## config.mk

```make
export PLATFORM = sky130hd
export DESIGN_NAME = bn_arb_mux_n_1
export DESIGN_NICKNAME = d
export VERILOG_FILES = /design/src/rtl/bn_arb_mux_n_1.sv
export SDC_FILE = /design/constraint.sdc
export NUM_CORES = 1
export LEC_CHECK = 0
export BUFFER_PORTS_ARGS = -buffer_cell sky130_fd_sc_hd__buf_2
export CAP_MARGIN = 20
export CORE_MARGIN = 2
export CORE_UTILIZATION = 35
export CTS_BUF_LIST = sky130_fd_sc_hd__clkbuf_8
export CTS_CLUSTER_DIAMETER = 150
export DETAILED_ROUTE_END_ITERATION = 12
export GPL_ROUTABILITY_DRIVEN = 0
export PLACE_DENSITY = 0.76
export SLEW_MARGIN = 15
export SYNTH_ARGS = -nofsm -noshare
export SYNTH_HDL_FRONTEND = slang
export SYNTH_SLANG_ARGS = --single-unit
```

## constraint.sdc

```tcl
create_clock -name clk -period 3.46 [get_ports clk]
set_input_delay 0.519 -clock clk [delete_from_list [all_inputs] [get_ports clk]]
set_output_delay 0.519 -clock clk [all_outputs]
set_load 0.005 [all_outputs]
```

## src/rtl/bn_arb_mux_n_1.sv

```systemverilog
// N-to-1 collecting mux with round-robin grant and a registered, source-tagged output.
// Define BN_ARB_MUX_FIXED_PRIO_EN for lowest-index fixed priority instead.
module bn_arb_mux_n_1 #(
    parameter int DATA_WIDTH = 4,
    parameter int ADDR_WIDTH = 2,
    parameter int INPT_SIZE  = 2**ADDR_WIDTH
) (
    input  logic                                 clk,
    input  logic                                 rst,
    input  logic [INPT_SIZE-1:0][DATA_WIDTH-1:0] din,
    input  logic [INPT_SIZE-1:0]                 din_vld,
    output logic [INPT_SIZE-1:0]                 din_rdy,
    output logic [DATA_WIDTH-1:0]                dout,
    output logic [ADDR_WIDTH-1:0]                dout_sel,
    output logic                                 dout_vld,
    input  logic                                 dout_rdy
);

    localparam logic [ADDR_WIDTH:0] SIZE_W = (ADDR_WIDTH+1)'(INPT_SIZE);

    logic [DATA_WIDTH-1:0] dout_q, dout_d;
    logic [ADDR_WIDTH-1:0] sel_q, sel_d;
    logic                  vld_q, vld_d;
    logic                  load_en;
    logic                  gnt_vld;
    logic [ADDR_WIDTH-1:0] gnt_idx;
    logic [ADDR_WIDTH:0]   cand;

`ifdef BN_ARB_MUX_FIXED_PRIO_EN
    always_comb begin
        gnt_vld = 1'b0;
        gnt_idx = '0;
        cand    = '0;
        for (int k = 0; k < INPT_SIZE; k++) begin
            cand = (ADDR_WIDTH+1)'(k);
            if (!gnt_vld && din_vld[cand[ADDR_WIDTH-1:0]]) begin
                gnt_vld = 1'b1;
                gnt_idx = cand[ADDR_WIDTH-1:0];
            end
        end
    end
`else
    logic [ADDR_WIDTH-1:0] ptr_q, ptr_d;

    // Search starts at ptr and wraps explicitly at INPT_SIZE, not at 2**ADDR_WIDTH.
    always_comb begin
        gnt_vld = 1'b0;
        gnt_idx = '0;
        cand    = '0;
        for (int k = 0; k < INPT_SIZE; k++) begin
            cand = {1'b0, ptr_q} + (ADDR_WIDTH+1)'(k);
            if (cand >= SIZE_W) begin
                cand = cand - SIZE_W;
            end
            if (!gnt_vld && din_vld[cand[ADDR_WIDTH-1:0]]) begin
                gnt_vld = 1'b1;
                gnt_idx = cand[ADDR_WIDTH-1:0];
            end
        end
    end

    always_comb begin
        ptr_d = ptr_q;
        if (load_en && gnt_vld) begin
            if (gnt_idx == ADDR_WIDTH'(INPT_SIZE-1)) begin
                ptr_d = '0;
            end else begin
                ptr_d = gnt_idx + 1'b1;
            end
        end
    end

    always_ff @(posedge clk) begin
        if (rst) begin
            ptr_q <= '0;
        end else begin
            ptr_q <= ptr_d;
        end
    end
`endif

    assign load_en = !vld_q || dout_rdy;

    always_comb begin
        din_rdy = '0;
        if (!rst && load_en && gnt_vld) begin
            din_rdy[gnt_idx] = 1'b1;
        end
    end

    always_comb begin
        dout_d = dout_q;
        sel_d  = sel_q;
        vld_d  = vld_q;
        if (load_en) begin
            vld_d = gnt_vld;
            if (gnt_vld) begin
                dout_d = din[gnt_idx];
                sel_d  = gnt_idx;
            end
        end
    end

    always_ff @(posedge clk) begin
        if (rst) begin
            dout_q <= '0;
            sel_q  <= '0;
            vld_q  <= 1'b0;
        end else begin
            dout_q <= dout_d;
            sel_q  <= sel_d;
            vld_q  <= vld_d;
        end
    end

    assign dout     = dout_q;
    assign dout_sel = sel_q;
    assign dout_vld = vld_q;

endmodule

```

==> reports/metrics.json, run 1 <==
{
  "status": {"value": "finished clean"},
  "clock_power_share": {"value": 31.3, "unit": "%"},
  "cts-resized-gates": {"value": 0},
  "max-cap-violations": {"value": 0},
  "synth-warning-count": {"value": 0},
  "antenna-diode-count": {"value": 0},
  "fin_worst_skew": {"value": 0.00408, "unit": "ns"},
  "sum_of_negative_setup_slack": {"value": 0, "unit": "ns"},
  "syn2layout_area_growth": {"value": 35.6, "unit": "%"},
  "wire_length_of_the_first_global_routing_pass": {"value": 2390, "unit": "um"},
  "tritoncts": {"value": "yes"},
  "first_global_vias": {"value": 596},
  "finish.utilization": {"value": 49.4, "unit": "%"},
  "synth_area": {"value": 616, "unit": "sq um"},
  "die-area": {"value": 0.00211, "unit": "sq mm"},
  "crit_chain": {"value": "buf_2, nand2b_1, a21o_1, or3b_1, inv_1, ha_1, and2_1, buf_2"},
  "synthesis.instances": {"value": 73},
  "power_density": {"value": 434, "unit": "mW/mm^2"},
  "drcViolationCount": {"value": 0},
  "timing_max_transition_violations_final": {"value": 0},
  "synth-edff-count": {"value": 0},
  "crit_cells": {"value": 8},
  "number_of_hold_buffers_added_after_cts": {"value": 0},
  "clock_latency": {"value": 0.23, "unit": "ns"},
  "worstSetupEndpointType": {"value": "primary output"},
  "power.leakage": {"value": 0.456, "unit": "nW"},
  "power.combinational.fraction": {"value": 32.8, "unit": "%"},
  "root_buffer": {"value": "clkbuf_8"},
  "fin_nets": {"value": 136},
  "worst_path_most_repeated_cell": {"value": "buf_2"},
  "grt_max_degree": {"value": 12},
  "worstPathMaxFanout": {"value": 11},
  "critical-path-max-stage-delay": {"value": 0.49, "unit": "ns"},
  "critical_path.n_buffers_inverters": {"value": 3},
  "path_clk_slew": {"value": 0.04, "unit": "ns"},
  "via_count": {"value": 617},
  "synth_cell_type_count": {"value": 24},
  "worst-r2r-cell-count": {"value": 7},
  "worst_r2r_startpoint": {"value": "ptr_q[0]"},
  "drive_gt1_share": {"value": 34.3, "unit": "%"},
  "switching_portion_of_total_power": {"value": 28.9, "unit": "%"},
  "async_flop_share": {"value": 0, "unit": "%"},
  "vdd_drop_max": {"value": 215, "unit": "uV"},
  "avgRoutedWirePerCell": {"value": 10.9, "unit": "um"},
  "timing.final.crit_share": {"value": 73.8, "unit": "%"},
  "setup.worst_path.start": {"value": "din_vld[1]"},
  "antenna_found_initial": {"value": 0},
  "cts_num_sinks": {"value": 9},
  "postCtsSetupBuffers": {"value": 0},
  "syn_nets": {"value": 100},
  "cts_max_path_buffers": {"value": 2},
  "globalRouteTotalUtil": {"value": 16.0, "unit": "%"},
  "core_area": {"value": 0.00169, "unit": "sq mm"},
  "finalPower": {"value": 0.000363, "unit": "W"},
  "seqPwrFrac": {"value": 35.9, "unit": "%"},
  "worst_ep_arrival_time": {"value": 2.03, "unit": "ns"},
  "start_util": {"value": 36.4, "unit": "%"},
  "slowest_stage": {"value": "or3b_1"},
  "synth-seq-cells": {"value": 9},
  "post-dp-hpwl": {"value": 1130, "unit": "um"},
  "synthFlopType": {"value": "dfxtp_1"},
  "firstDrtPassIters": {"value": 2},
  "path_class": {"value": "in -> out"},
  "area_of_all_placed_cells_without_fillers": {"value": 835, "unit": "sq um"},
  "postPlaceCellArea": {"value": 790, "unit": "sq um"},
  "max_slew.worst_pin.slew": {"value": 0.517, "unit": "ns"},
  "worstSetupStartpointType": {"value": "input pin"},
  "fraction_of_the_yosys_area_taken_by_sequential_cells": {"value": 29.3, "unit": "%"},
  "numPortBuffers": {"value": 33},
  "final_setup_violations": {"value": 0},
  "drt_first_iter_violations": {"value": 2},
  "internal_power": {"value": 0.000258, "unit": "W"},
  "die-width": {"value": 45.9, "unit": "um"},
  "power_spent_charging_and_discharging_nets": {"value": 0.000105, "unit": "W"},
  "avgViaCountPerCell": {"value": 4.94},
  "grt_setup_unrepaired": {"value": "false"},
  "globalRouteOverflowTotal": {"value": 0},
  "max_freq": {"value": 392, "unit": "MHz"},
  "maxSlewHeadroom": {"value": 65.6, "unit": "%"},
  "synthesis.area_per_instance": {"value": 8.43, "unit": "sq um"},
  "ant_nets": {"value": 0},
  "hold_path.class": {"value": "reg -> reg"},
  "hold_violations": {"value": 0},
  "hp-start": {"value": "dout_sel[0]"},
  "required_time_of_the_critical_path": {"value": 2.94, "unit": "ns"},
  "chipHeight": {"value": 45.9, "unit": "um"},
  "cts_htree_levels": {"value": 1},
  "period_needed": {"value": 2.55, "unit": "ns"},
  "design.portCount": {"value": 34},
  "worst_hold_path.num_cells": {"value": 2},
  "fp-row-count": {"value": 15},
  "cp_top_family": {"value": "simple AND/OR/NAND/NOR gates"},
  "cts_buffers": {"value": 3},
  "postRouteWirelength": {"value": 1370, "unit": "um"}
}
cell families after synthesis:
kind of cell | count (synthesis) | share of synthesized area (%)
adders and majority gates | 4 | 8.13
DFF | 9 | 29.3
muxes | 8 | 13.0
and+or+nand+nor | 29 | 26.2
buffers and inverters | 7 | 5.69
AOI/OAI and AO/OA | 16 | 17.7
path summary, 6_finish.rpt:
path	endpoint	slack, ns
max	din_rdy[3]	0.91
min	dout_sel[0]	0.45
max reg2reg	ptr_q[1]	1.60
min reg2reg	dout_sel[0]	0.45
flip-flops by register name (all words and copies together), names as in the netlist:
| signal | flops |
|---|---|
| dout_sel | 2 |
| dout_vld | 1 |
| ptr_q | 2 |
| dout | 4 |
cell usage after synthesis, drive strengths merged (3+ instances only):
master	instances	share of area, %
inv	4	2.4
and2	4	4.1
nand2b	5	5.1
o221ai	4	5.7
nand3b	4	4.9
ha	4	8.1
nand2	8	4.9
mux2i	8	13
a21oi	6	4.9
nor2	4	2.4
dfxtp	9	29
buf	3	3.3
tightest hold or removal path, stage by stage, from the launching register on:
cell and delay [ns]:
dfxtp_1 0.30, nand2_1 0.05, a21oi_1 0.05
stage by stage:
stage	setup WS (ns)	instances	hold WS, ns
after floorplan	1.42	73	0.448
after global placement	0.960	121	0.442
after detailed placement	0.904	121	0.447
after CTS	0.905	125	0.457
after global routing	0.773	125	0.472
final	0.906	125	0.454
power by group through the flow:
stage | registers [W] | clock network [W] | logic [W]
after CTS | 0.000130 | 0.000118 | 0.000121
after detailed placement | 0.000132 | 0 | 0.000121
final | 0.000130 | 0.000114 | 0.000119
after floorplan | 0.000132 | 0 | 0.0000815
after global routing | 0.000132 | 0.000125 | 0.000137
after global placement | 0.000131 | 0 | 0.000118
layout by cell type, fill, tap and decap left out, drive strengths merged:
cell type and count:
nand2 8, and2 4, a21boi 1, o41ai 1, inv 5, or3 1
ha 4, nand3b 4, o221ai 4, nor2 4, a31oi 1, a211o 1
or2b 1, or3b 1, buf 34, a21oi 6, nor3b 1, nand2b 5
dfxtp 9, o21ai 1, a21o 1, clkbuf 3, mux2i 8
area by class of cell:
type,instances,area [sq um]
multi-input combinational,57,400
clock buffer,3,41.3
sequential,9,180
tap,17,21.3
fill,170,855
clock inverter,1,3.75
timing repair buffer,34,173
inverter,4,15.0
per-layer routing:
layer | GRT usage [%] | vias up | routed length [um]
met5 | 0 | - | 0
met4 | 10.3 | 0 | 19
met3 | 2.38 | 2 | 34
met2 | 25.8 | 8 | 713
met1 | 19.5 | 279 | 598
li1 | - | 328 | -
(Power assumes the default switching activity.)
==> inputs of run 2 (changes only) <==
--- a/config.mk
+++ b/config.mk
@@ -13,7 +13,7 @@
 export CTS_CLUSTER_DIAMETER = 150
 export DETAILED_ROUTE_END_ITERATION = 12
 export GPL_ROUTABILITY_DRIVEN = 0
-export PLACE_DENSITY = 0.76
+export PLACE_DENSITY = 0.79
 export SLEW_MARGIN = 15
 export SYNTH_ARGS = -nofsm -noshare
 export SYNTH_HDL_FRONTEND = slang
==> constraint.sdc (replaced) <==
create_clock -name clk -period 2.2 [get_ports clk]
set_input_delay 0.33 -clock clk [delete_from_list [all_inputs] [get_ports clk]]
set_output_delay 0.33 -clock clk [all_outputs]
set_load 0.005 [all_outputs]
==> reports/metrics.json, run 2 (synthesized netlist as in run 1, its figures left out) <==
{
  "status": {"value": "finished clean"},
  "vdd_drop_max": {"value": 361, "unit": "uV", "change": "+68%"},
  "hold_violations": {"value": 0, "change": "unchanged"},
  "layoutNonFillerInstCount": {"value": 126, "change": "+0.80%"},
  "die-width": {"value": 45.9, "unit": "um", "change": "unchanged"},
  "syn2layout_area_growth": {"value": 37.2, "unit": "%"},
  "core_area": {"value": 0.00169, "unit": "sq mm", "change": "unchanged"},
  "cts_num_sinks": {"value": 9, "change": "unchanged"},
  "globalRouteTotalUtil": {"value": 15.3, "unit": "%", "change": "-0.71 points"},
  "globalRouteOverflowTotal": {"value": 0, "change": "unchanged"},
  "start_util": {"value": 36.4, "unit": "%", "change": "unchanged"},
  "drcViolationCount": {"value": 0, "change": "unchanged"},
  "post-dp-hpwl": {"value": 1140, "unit": "um", "change": "+0.98%"},
  "clock_latency": {"value": 0.23, "unit": "ns", "change": "about the same"},
  "maxSlewHeadroom": {"value": 71.8, "unit": "%", "change": "+6.2 points"},
  "crit_chain": {"value": "nand2b_1, a21o_1, or3b_4, ha_1, and2_1, buf_2"},
  "number_of_hold_buffers_added_after_cts": {"value": 0, "change": "unchanged"},
  "power_density": {"value": 688, "unit": "mW/mm^2", "change": "+58%"},
  "worstSetupEndpointType": {"value": "primary output"},
  "route.top_layer_used": {"value": "met4"},
  "tritoncts": {"value": "yes"},
  "fin_nets": {"value": 137, "change": "+0.74%"},
  "power.leakage": {"value": 0.459, "unit": "nW", "change": "+0.64%"},
  "cts_buffers": {"value": 3, "change": "unchanged"},
  "avgViaCountPerCell": {"value": 4.94, "change": "+0.17%"},
  "worst_ep_arrival_time": {"value": 1.70, "unit": "ns", "change": "-0.33 ns"},
  "max_freq": {"value": 492, "unit": "MHz"},
  "cts_htree_levels": {"value": 1, "change": "unchanged"},
  "timing.final.crit_share": {"value": 92.3, "unit": "%"},
  "ant_nets": {"value": 0, "change": "unchanged"},
  "timing_max_transition_violations_final": {"value": 0, "change": "unchanged"},
  "wire_length_of_the_first_global_routing_pass": {"value": 2300, "unit": "um", "change": "-3.8%"},
  "antenna_found_initial": {"value": 0, "change": "unchanged"},
  "postPlaceCellArea": {"value": 797, "unit": "sq um", "change": "+0.95%"},
  "cts_max_path_buffers": {"value": 2, "change": "unchanged"},
  "numPortBuffers": {"value": 33, "change": "unchanged"},
  "grt_setup_unrepaired": {"value": "false"},
  "largest_register_ff_count": {"value": 4, "change": "unchanged"},
  "path_class": {"value": "reg -> out"},
  "area_of_all_placed_cells_without_fillers": {"value": 845, "unit": "sq um", "change": "+1.2%"},
  "first_global_vias": {"value": 573, "change": "-3.9%"},
  "drive_gt1_share": {"value": 36.7, "unit": "%", "change": "+2.4 points"},
  "via_count": {"value": 623, "change": "+0.97%"},
  "m1WireLength": {"value": 658, "unit": "um", "change": "+10%"},
  "path_clk_slew": {"value": 0.04, "unit": "ns", "change": "about the same"},
  "max-cap-violations": {"value": 0, "change": "unchanged"},
  "final_setup_violations": {"value": 0, "change": "unchanged"},
  "hold_path.class": {"value": "in -> reg"},
  "design.portCount": {"value": 34, "change": "unchanged"},
  "die-area": {"value": 0.00211, "unit": "sq mm", "change": "unchanged"},
  "avgRoutedWirePerCell": {"value": 11.2, "unit": "um", "change": "+2.3%"},
  "worstPathMaxFanout": {"value": 5, "change": "-6"},
  "worstSetupStartpointType": {"value": "flop"},
  "drt_first_iter_violations": {"value": 11, "change": "+9"},
  "root_buffer": {"value": "clkbuf_8"},
  "fin_worst_skew": {"value": 0.000832, "unit": "ns", "change": "-0.00325 ns"},
  "period_needed": {"value": 2.03, "unit": "ns"},
  "firstDrtPassIters": {"value": 4, "change": "+2"},
  "max_slew.worst_pin.slew": {"value": 0.418, "unit": "ns", "change": "-0.0992 ns"},
  "mostFrequentLayoutCells": {"value": "buf_2, dfxtp_1, nand2_1, mux2i_1, a21oi_1"},
  "critical-path-max-stage-delay": {"value": 0.40, "unit": "ns", "change": "-0.09 ns"},
  "antenna-diode-count": {"value": 0, "change": "unchanged"},
  "cell_total_after_placement": {"value": 122, "change": "+0.83%"},
  "postRouteWirelength": {"value": 1410, "unit": "um", "change": "+3.1%"},
  "grt_max_degree": {"value": 11, "change": "-1"},
  "wl_met2": {"value": 670, "unit": "um", "change": "-6.0%"},
  "fp-row-count": {"value": 15, "change": "unchanged"},
  "chipHeight": {"value": 45.9, "unit": "um", "change": "unchanged"},
  "slowest_stage": {"value": "or3b_4"},
  "required_time_of_the_critical_path": {"value": 1.87, "unit": "ns", "change": "-1.07 ns"},
  "sum_of_negative_setup_slack": {"value": 0, "unit": "ns", "change": "unchanged"},
  "routed-wl-met3": {"value": 47, "unit": "um", "change": "+38%"},
  "most_common_cell_after_layout_fill_and_taps_aside": {"value": "buf_2"}
}
run 2: cell types whose count changed in the layout (fill, tap and decap cells not counted):
cell    previous run  this run
buf_4              1         2
inv_1              5         4
inv_2              0         1
or3b_1             1         0
or3b_4             0         1
run 2: layout make-up:
type                    instances  area, sq um
fillers                       168          845
multi-input cells              57          403
flip-flops and latches          9          180
repair buffers                 35          180
clock buffers                   3         41.3
well taps                      17         21.3
inverters                       4         15.0
clock inverters                 1         3.75
run 2: report_power, final:
group / internal, W / leakage, nW / switching, W / total [W]
sequential: 0.000189 / 0.0747 / 0.0000159 / 0.000205
clock: 0.000121 / 0.0269 / 0.0000589 / 0.000180
combinational: 0.000103 / 0.357 / 0.0000940 / 0.000197
total: 0.000413 / 0.459 / 0.000169 / 0.000581
run 2: worst max-delay path: cells and delay by family, from the launching register on:
kind	cells	cell delay (ns)
adders and majority gates	1	0.20
AOI/OAI and AO/OA	1	0.12
and+or+nand+nor	3	0.66
DFF	1	0.38
buffers and inverters	1	0.12
run 2: stage by stage:
stage	util (%)	setup slack (ns)	power (W)	hold slack (ns)
3_3_place_gp	47.2	0.331	0.000396	0.438
5_1_grt	50.0	0.0416	0.000627	0.390
2_1_floorplan	-	0.491	0.000335	0.448
3_5_place_dp	47.2	0.248	0.000400	0.451
6_report	50.0	0.169	0.000581	0.386
4_1_cts	49.9	0.135	0.000583	0.380
run 2: worst paths after layout:
path | slack [ns] | cells after the start | end | from
hold / removal | 0.39 | 2 | ptr_q[0] | rst
setup / recovery | 0.17 | 6 | din_rdy[2] | ptr_q[0]
setup reg to reg | 0.49 | 6 | dout[0] | ptr_q[0]
hold reg to reg | 0.45 | 2 | dout_sel[0] | dout_sel[0]
run 2: routing by layer:
layer | GRT usage (%) | up-vias
met5 | 0 | -
met4 | 12.0 | 0
met2 | 22.5 | 16
met3 | 2.78 | 4
met1 | 19.3 | 273
li1 | - | 330
run 2: what timing repair did:
action | 4_1_cts | 5_1_grt
endpoints found under the setup margin | 0 | 1
gates resized for setup | 0 | 2
setup buffers | 0 | 0
